### config.mk
export PLATFORM = sky130hd
export DESIGN_NAME = reu_xfer_seq
export DESIGN_NICKNAME = d
export VERILOG_FILES = /design/src/rtl/reu_pkg.sv /design/src/rtl/reu_dma_req.sv /design/src/rtl/reu_xfer_seq.sv
export SDC_FILE = /design/constraint.sdc
export NUM_CORES = 1
export LEC_CHECK = 0
export CORE_UTILIZATION = 50
export DETAILED_ROUTE_END_ITERATION = 8
export PLACE_DENSITY = 0.79
export SYNTH_ARGS = -nofsm -noshare
export SYNTH_HDL_FRONTEND = slang
export SYNTH_SLANG_ARGS = --single-unit
### constraint.sdc
create_clock -name PHI2 -period 2.2 [get_ports PHI2]
set_input_delay 0.44 -clock PHI2 [delete_from_list [all_inputs] [get_ports PHI2]]
set_output_delay 0.44 -clock PHI2 [all_outputs]
set_load 0.1 [all_outputs]
### src/rtl/reu_pkg.sv
// Shared definitions for the REU transfer sequencer: transfer type codes,
// the sequencer state encoding and small state-classification helpers.
package reu_pkg;

  localparam logic [1:0] XT_STASH  = 2'b00;  // C64 -> REU
  localparam logic [1:0] XT_FETCH  = 2'b01;  // REU -> C64
  localparam logic [1:0] XT_SWAP   = 2'b10;  // exchange
  localparam logic [1:0] XT_VERIFY = 2'b11;  // compare

  typedef enum logic [3:0] {
    ST_IDLE,
    ST_ARM,
    ST_REQ,
    ST_CRD,
    ST_RRD,
    ST_RWR,
    ST_CWR,
    ST_CMP,
    ST_DONE,
    ST_VERR
  } state_t;

  // First access of every byte: fetch starts on the RAM side, all others on the C64 side.
  function automatic state_t first_access(input logic [1:0] xt);
    return (xt == XT_FETCH) ? ST_RRD : ST_CRD;
  endfunction

  // States during which the bus is requested and Execute=0 aborts the transfer.
  function automatic logic is_busy(input state_t s);
    return (s == ST_REQ) || (s == ST_CRD) || (s == ST_RRD) ||
           (s == ST_RWR) || (s == ST_CWR) || (s == ST_CMP);
  endfunction

endpackage

### src/rtl/reu_dma_req.sv
// DMA request handshake: owns the registered nDMA line and decides when the
// bus may be used, i.e. after nDMA has been low long enough for the CPU RDY
// line to settle and while the VIC leaves the bus available (BA=1).
module reu_dma_req #(
  parameter int REQ_SETTLE = 2
) (
  input  logic clk,
  input  logic rst_n,
  input  logic dma_next,   // keep the request asserted during the next cycle
  input  logic in_req,     // sequencer is currently waiting in REQ
  input  logic ba,
  output logic ndma,
  output logic granted     // first access may start at the coming edge
);

  localparam int CW = (REQ_SETTLE > 1) ? $clog2(REQ_SETTLE + 1) : 1;

  logic [CW-1:0] cnt_reg;
  logic [CW-1:0] cnt_next;
  logic          ndma_reg;
  logic          settled;

  // The REQ cycle that ends at the coming edge is cycle cnt_reg+1 of the request.
  assign settled = (int'(cnt_reg) + 1) >= REQ_SETTLE;
  assign granted = in_req & settled & ba;
  assign ndma    = ndma_reg;

  // Count REQ cycles (saturating once settled), clear outside REQ.
  always_comb begin
    cnt_next = '0;
    if (in_req) begin
      cnt_next = settled ? cnt_reg : cnt_reg + CW'(1);
    end
  end

  // Request line and settle counter update on the falling edge.
  always_ff @(negedge clk or negedge rst_n) begin
    if (!rst_n) begin
      cnt_reg  <= '0;
      ndma_reg <= 1'b1;
    end else begin
      cnt_reg  <= cnt_next;
      ndma_reg <= ~dma_next;
    end
  end

endmodule

### src/rtl/reu_xfer_seq.sv
// REU DMA transfer sequencer. Runs stash/fetch/swap/verify byte sequences
// over the C64 bus and REU DRAM, one PHI2 cycle per access, and reports
// address-advance, completion and verify-error pulses to the register file.
// Every output is a register loaded from the state being entered.
module reu_xfer_seq
  import reu_pkg::*;
#(
  parameter int REQ_SETTLE = 2
) (
  input  logic       PHI2,
  input  logic       nReset,
  input  logic       Execute,
  input  logic       FF00Decode,
  input  logic       FF00Wr,
  input  logic [1:0] XferType,
  input  logic       Length1,
  input  logic       BA,
  input  logic [7:0] CDataIn,
  input  logic [7:0] RAMDIn,
  output logic       nDMA,
  output logic       CAddrOE,
  output logic       CRnW,
  output logic       CDataOE,
  output logic [7:0] CDataOut,
  output logic       RAMRD,
  output logic       RAMWR,
  output logic [7:0] RAMDOut,
  output logic       NextCA,
  output logic       NextREUA,
  output logic       XferEnd,
  output logic       VerifyErr
);

  state_t     state_reg, state_next;
  logic [1:0] xt_reg, xt_next;
  logic [7:0] clatch_reg, clatch_next;
  logic [7:0] rlatch_reg, rlatch_next;

  logic       caddr_oe_reg, caddr_oe_next;
  logic       crnw_reg, crnw_next;
  logic       cdata_oe_reg, cdata_oe_next;
  logic [7:0] cdata_out_reg, cdata_out_next;
  logic       ramrd_reg, ramrd_next;
  logic       ramwr_reg, ramwr_next;
  logic [7:0] ramdout_reg, ramdout_next;
  logic       next_reg, next_next;
  logic       xfer_end_reg, xfer_end_next;
  logic       verify_err_reg, verify_err_next;

  logic       byte_done;
  logic       dma_next;
  logic       granted;

  reu_dma_req #(
    .REQ_SETTLE (REQ_SETTLE)
  ) u_dma_req (
    .clk      (PHI2),
    .rst_n    (nReset),
    .dma_next (dma_next),
    .in_req   (state_reg == ST_REQ),
    .ba       (BA),
    .ndma     (nDMA),
    .granted  (granted)
  );

  // Next state, data latches and the output values for the state being entered.
  always_comb begin
    state_next      = state_reg;
    xt_next         = xt_reg;
    clatch_next     = clatch_reg;
    rlatch_next     = rlatch_reg;
    byte_done       = 1'b0;
    next_next       = 1'b0;
    caddr_oe_next   = 1'b0;
    crnw_next       = 1'b1;
    cdata_oe_next   = 1'b0;
    cdata_out_next  = 8'h00;
    ramrd_next      = 1'b0;
    ramwr_next      = 1'b0;
    ramdout_next    = 8'h00;
    xfer_end_next   = 1'b0;
    verify_err_next = 1'b0;

    case (state_reg)
      ST_IDLE: begin
        if (Execute) begin
          xt_next    = XferType;
          state_next = FF00Decode ? ST_ARM : ST_REQ;
        end
      end
      ST_ARM: begin
        if (!Execute) begin
          state_next = ST_IDLE;
        end else if (FF00Wr) begin
          xt_next    = XferType;
          state_next = ST_REQ;
        end
      end
      ST_REQ: begin
        if (granted) state_next = first_access(xt_reg);
      end
      // A C64 access only completes in a cycle that actually drove the bus
      // (strobe register high) and still had BA=1 at its end; a cycle lost to
      // BA=0 is replayed once BA returns.
      ST_CRD: begin
        if (BA && caddr_oe_reg) begin
          clatch_next = CDataIn;
          state_next  = (xt_reg == XT_STASH) ? ST_RWR : ST_RRD;
        end
      end
      ST_RRD: begin
        rlatch_next = RAMDIn;
        case (xt_reg)
          XT_FETCH: state_next = ST_CWR;
          XT_SWAP:  state_next = ST_RWR;
          default:  state_next = ST_CMP;
        endcase
      end
      ST_RWR: begin
        if (xt_reg == XT_STASH) byte_done = 1'b1;
        else                    state_next = ST_CWR;
      end
      ST_CWR: begin
        if (BA && caddr_oe_reg) byte_done = 1'b1;
      end
      ST_CMP: begin
        if (clatch_reg != rlatch_reg) state_next = ST_VERR;
        else                          byte_done  = 1'b1;
      end
      default: state_next = ST_IDLE;  // DONE, VERR
    endcase

    // Final byte ends the transfer; otherwise the advance pulse rides along
    // with the first access of the next byte.
    if (byte_done) begin
      if (Length1) begin
        state_next = ST_DONE;
      end else begin
        state_next = first_access(xt_reg);
        next_next  = 1'b1;
      end
    end

    // Dropping Execute mid-transfer releases the bus without an end pulse.
    if (!Execute && is_busy(state_reg)) begin
      state_next = ST_IDLE;
      next_next  = 1'b0;
    end

    case (state_next)
      ST_CRD: begin
        caddr_oe_next = BA;
      end
      ST_CWR: begin
        caddr_oe_next  = BA;
        crnw_next      = ~BA;
        cdata_oe_next  = BA;
        cdata_out_next = rlatch_next;
      end
      ST_RRD: ramrd_next = 1'b1;
      ST_RWR: begin
        ramwr_next   = 1'b1;
        ramdout_next = clatch_next;
      end
      ST_DONE: xfer_end_next   = 1'b1;
      ST_VERR: verify_err_next = 1'b1;
      default: ;
    endcase

    dma_next = is_busy(state_next);
  end

  // State, latches and registered outputs, all on the falling edge of PHI2.
  always_ff @(negedge PHI2 or negedge nReset) begin
    if (!nReset) begin
      state_reg      <= ST_IDLE;
      xt_reg         <= 2'b00;
      clatch_reg     <= 8'h00;
      rlatch_reg     <= 8'h00;
      caddr_oe_reg   <= 1'b0;
      crnw_reg       <= 1'b1;
      cdata_oe_reg   <= 1'b0;
      cdata_out_reg  <= 8'h00;
      ramrd_reg      <= 1'b0;
      ramwr_reg      <= 1'b0;
      ramdout_reg    <= 8'h00;
      next_reg       <= 1'b0;
      xfer_end_reg   <= 1'b0;
      verify_err_reg <= 1'b0;
    end else begin
      state_reg      <= state_next;
      xt_reg         <= xt_next;
      clatch_reg     <= clatch_next;
      rlatch_reg     <= rlatch_next;
      caddr_oe_reg   <= caddr_oe_next;
      crnw_reg       <= crnw_next;
      cdata_oe_reg   <= cdata_oe_next;
      cdata_out_reg  <= cdata_out_next;
      ramrd_reg      <= ramrd_next;
      ramwr_reg      <= ramwr_next;
      ramdout_reg    <= ramdout_next;
      next_reg       <= next_next;
      xfer_end_reg   <= xfer_end_next;
      verify_err_reg <= verify_err_next;
    end
  end

  assign CAddrOE   = caddr_oe_reg;
  assign CRnW      = crnw_reg;
  assign CDataOE   = cdata_oe_reg;
  assign CDataOut  = cdata_out_reg;
  assign RAMRD     = ramrd_reg;
  assign RAMWR     = ramwr_reg;
  assign RAMDOut   = ramdout_reg;
  assign NextCA    = next_reg;
  assign NextREUA  = next_reg;
  assign XferEnd   = xfer_end_reg;
  assign VerifyErr = verify_err_reg;

endmodule

Word level (Yosys, flattened, before mapping)

Cells that the tools add are included.

Output and inout port bits: 26
Bits of input ports: 25
Logic and storage cells: 103
Bits in registers: 49

Muxes and demuxes: 40
Order comparisons: 1
$add $sub $neg: 2
Reduce and logical (&&, ||, !) cells: 18
Bitwise operators: 4
Equality and inequality tests: 22

Operator list:

| kind                                                  | count |
|---|---|
| two-way mux 4 bit                                     | 10 |
| two-way mux 8 bit                                     | 5 |
| == test 4 x 3 -> 1 bit (second input constant)        | 8 |
| >= comparator 32 x 3 -> 1 bit (second input constant) | 1 |
| case mux 4 bit (8 select lines)                       | 1 |
| == test 4 x 2 -> 1 bit (second input constant)        | 4 |
| two-way mux 1 bit                                     | 14 |
| two-way mux 2 bit                                     | 6 |
| logical OR 1 bit                                      | 10 |
| == test 4 bit (second input constant)                 | 2 |
| inequality test 2 bit (second input constant)         | 4 |
| inequality test 8 bit                                 | 1 |
| case mux 2 bit (2 select lines)                       | 2 |
| == test 4 x 1 -> 1 bit (second input constant)        | 1 |
| logical NOT 4 bit                                     | 1 |
| AND reduction 4 bit                                   | 1 |
| adder 2 x 1 -> 3 bit (second input constant)          | 1 |
| two-way mux 3 bit                                     | 1 |
| case mux 1 bit (3 select lines)                       | 1 |
| adder 2 x 1 -> 2 bit (second input constant)          | 1 |
| AND 1 bit                                             | 2 |
| == test 2 x 1 -> 1 bit (second input constant)        | 1 |
| == test 2 bit (second input constant)                 | 1 |
| logical AND 1 bit                                     | 2 |
| 5 further kinds                                       | 6 |

Depth between registers and ports, before layout

Word-level depth: 15
Depth in mapped cells: 9
Depth with buffers taken out: 8

Hierarchy

Synthesis repeated with hierarchy kept, for this count alone.

Cells, all modules: 183
Area total of the unflattened synthesis: 2321.0 sq um

By module, submodules not included:

| module       | sequential area each (sq um) | area an instance (sq um) | cells an instance | times used |
|---|---|---|---|---|
| reu_xfer_seq | 1152.4                       | 2175.8                   | 170               | 1 |
| reu_dma_req  | 76.3                         | 145.1                    | 13                | 1 |

==> impl_metrics.json <==
{
  "hp-class": "flop to flop",
  "globalRouteOverflowTotal": 0,
  "whs_ps": 490,
  "grt.total_usage": 0.250,
  "clk_pin_slew_ps": 60,
  "ys_types": 45,
  "relSlewSlack": 0.509,
  "die-area_mm2": 0.00495,
  "worstPathArrival_ps": 2240,
  "synth_nets": 218,
  "slowest_stage": "dfstp_4",
  "holdBufCountCts": 0,
  "clk_latency_ps": 360,
  "grt_antenna_before_repair": 0,
  "final_nets": 300,
  "irDropWorstVdd_v": 0.000776,
  "synth.avg_cell_area_um2": 12.2,
  "multi_input_area_mm2": 0.00120,
  "viasPerCell": 5.77,
  "synthArstFlopShare": 1.00,
  "path_class": "flop to output pin",
  "holdPathEnd": "u_dma_req.cnt_reg[1]",
  "fill_cells": 205,
  "pwr_density_cell_mw_per_mm2": 1110,
  "via_count": 1886,
  "yosys_most_used_dff": "dfrtn_1",
  "yosysSeqAreaShare": 0.526,
  "min_from": "u_dma_req.cnt_reg[1]",
  "slowest_delay_ps": 610,
  "die_x_um": 70.3,
  "r2r-start": "state_reg[0]",
  "regArea_mm2": 0.00124,
  "io_buffers": 50,
  "firstDrtPassIters": 4,
  "coreArea_mm2": 0.00441,
  "drv_cap": 0,
  "h-tree-depth": 2,
  "place.gp.congestion": 0.902,
  "p_leak_nw": 1.65,
  "end_kind": "output pin",
  "critPathLaunchType": "flop",
  "finalSetupViolations": 55,
  "postRouteAntennaNets": 0,
  "hold_violations": 0,
  "hold_depth": 2,
  "drt_iter0_markers": 129,
  "worst_pin_slew_ps": 735,
  "finalMaxSlewViolations": 0,
  "crit_buf_inv": 1,
  "seqPwrFrac": 0.318,
  "dp_hpwl_um": 4070,
  "area_growth_pct": 60.7,
  "drc": 0,
  "switching_share": 0.393,
  "synth-seq-cells": 49,
  "pwr-share-clk": 0.164,
  "power.total_w": 0.00416,
  "p_sw_w": 0.00163,
  "clk_path_buf_depth": 2,
  "layout-drive-gt1-share": 0.495,
  "initial_core_util": 0.529,
  "yosys_warnings": 0,
  "rsz0062_at_grt": "true",
  "root_buffer": "clkbuf_8",
  "critPathRequiredTime_ps": 1760,
  "reg2regPathDepth": 8,
  "synth-edff-count": 0,
  "p_comb_frac": 0.519,
  "numCtsBuffers": 5,
  "cts.sinks": 49,
  "first_global_vias": 1878,
  "tritoncts": "done",
  "grt_max_degree": 42,
  "syn_inst": 192,
  "critPathMaxFanout": 1,
  "finClkSkew_ps": 60.3,
  "violations": "setup timing",
  "status": "finished, violations left",
  "grt_pass1_wl_um": 9450,
  "r2r_setup_slack_ps": -160,
  "syn_area_mm2": 0.00233,
  "r2r-end": "CDataOut[1]",
  "path_cells": "buf_12",
  "p_int_w": 0.00253,
  "die_h_um": 70.3,
  "wl_per_cell_um": 18.7,
  "ios": 51,
  "cpLargestDelayFamily": "flip-flops",
  "wirelength_um": 6110,
  "rows": 24,
  "timing.final.ws_setup_ps": -483,
  "num_antenna_cells": 0
}
==> cells in the mapped netlist, types with 3 or more instances <==
| cell | instances | area, µm² |
|---|---|---|
| nand4_1 | 5 | 31.3 |
| inv_1 | 8 | 30.0 |
| nor3b_2 | 8 | 100 |
| buf_6 | 4 | 45.0 |
| dfrtn_1 | 47 | 1180 |
| nor2b_1 | 12 | 75.1 |
| nor2_1 | 13 | 48.8 |
| a21oi_1 | 4 | 20.0 |
| mux2_2 | 18 | 203 |
| buf_4 | 3 | 22.5 |
| nor3_1 | 7 | 35.0 |
| nand2b_1 | 3 | 18.8 |
| o21ai_0 | 6 | 30.0 |
| nand2_1 | 5 | 18.8 |
| or3_1 | 4 | 25.0 |
| xnor2_1 | 9 | 78.8 |
==> kinds of logic after synthesis <==
group,synth area share
and+or+nand+nor,0.235
DFF,0.526
AOI/OAI and AO/OA,0.0648
muxes,0.0911
buffers and inverters,0.0439
xor gates and xnor gates,0.0338
adders and majority gates,0.00536
==> routing by layer <==
layer	vias to the layer above	global-route usage	share of wire
met5	-	0	0
met4	0	0.104	0.017
met3	12	0.0404	0.055
met2	82	0.415	0.52
met1	954	0.324	0.41
li1	838	-	-
==> cell usage in the layout, fill, tap and decap left out, types with 2 or more instances in the layout <==
cell type | synthesis | final
inv_1 | 8 | 7
nor2b_1 | 12 | 11
nand4_1 | 5 | 5
inv_2 | 0 | 2
dfrtn_1 | 47 | 47
nand3b_1 | 2 | 2
a21oi_4 | 0 | 2
nor3b_1 | 2 | 2
buf_12 | 0 | 29
buf_6 | 4 | 13
o21ai_0 | 6 | 2
clkbuf_8 | 0 | 5
buf_4 | 3 | 17
or3_4 | 0 | 3
nor3b_2 | 8 | 7
nor3_4 | 1 | 3
dfstp_4 | 0 | 2
a21oi_2 | 1 | 2
xnor2_1 | 9 | 9
clkdlybuf4s50_1 | 0 | 18
o21ai_2 | 1 | 2
nand4b_1 | 2 | 2
nor3_1 | 7 | 5
nand2b_1 | 3 | 2
mux2_4 | 0 | 2
nand2_1 | 5 | 4
nor2_1 | 13 | 9
nor2_4 | 0 | 2
inv_6 | 0 | 2
mux2_2 | 18 | 16
o21ai_1 | 0 | 2
nor2_2 | 0 | 2
==> how the worst max path moves through the flow <==
stage | startpoint | endpoint | slack (ps) | cells after the start
floorplan | NextCA | NextREUA | -610 | 1
global placement | BA | RAMDOut[4] | -1230 | 8
detailed placement | BA | RAMDOut[2] | -1240 | 8
CTS | CRnW | CRnW | -480 | 1
global route | u_dma_req.ndma | nDMA | -510 | 1
finish | CRnW | CRnW | -480 | 1
==> through the flow <==
stage	setup TNS (ps)	util	cell area, µm²	instances	setup WS, ps
floorplan	-20610	-	2400	192	-610
global placement	-39960	0.759	3350	309	-1230
detailed placement	-40560	0.759	3350	309	-1240
CTS	-16550	0.830	3660	324	-481
global route	-20140	0.850	3750	327	-513
finish	-18710	0.850	3750	327	-483
==> power groups by stage <==
stage	Clock, W	Sequential [W]	Combinational, W
final	0.000680	0.00132	0.00216
after global routing	0.000731	0.00134	0.00226
after CTS	0.000691	0.00131	0.00202
after detailed placement	0.00000848	0.00133	0.00170
after global placement	0.00000848	0.00132	0.00168
after floorplan	0.00000848	0.00146	0.00104
==> cell type report <==
cell class	instances	area share
Inverter	7	0.00700
Sequential cell	49	0.329
Tap cell	52	0.0173
Clock inverter	5	0.0147
Multi-Input combinational cell	127	0.321
Timing Repair Buffer	82	0.292
Clock buffer	5	0.0183
==> repair_timing <==
action | in CTS | in global routing
endpoints found under the hold margin | 0 | 0
gates resized for setup | 51 | 15
pin swaps | 14 | 8
gates cloned | 1 | 0
endpoints found under the setup margin | 65 | 55
setup buffers | 6 | 3
Power figures use the tool's default switching activity.
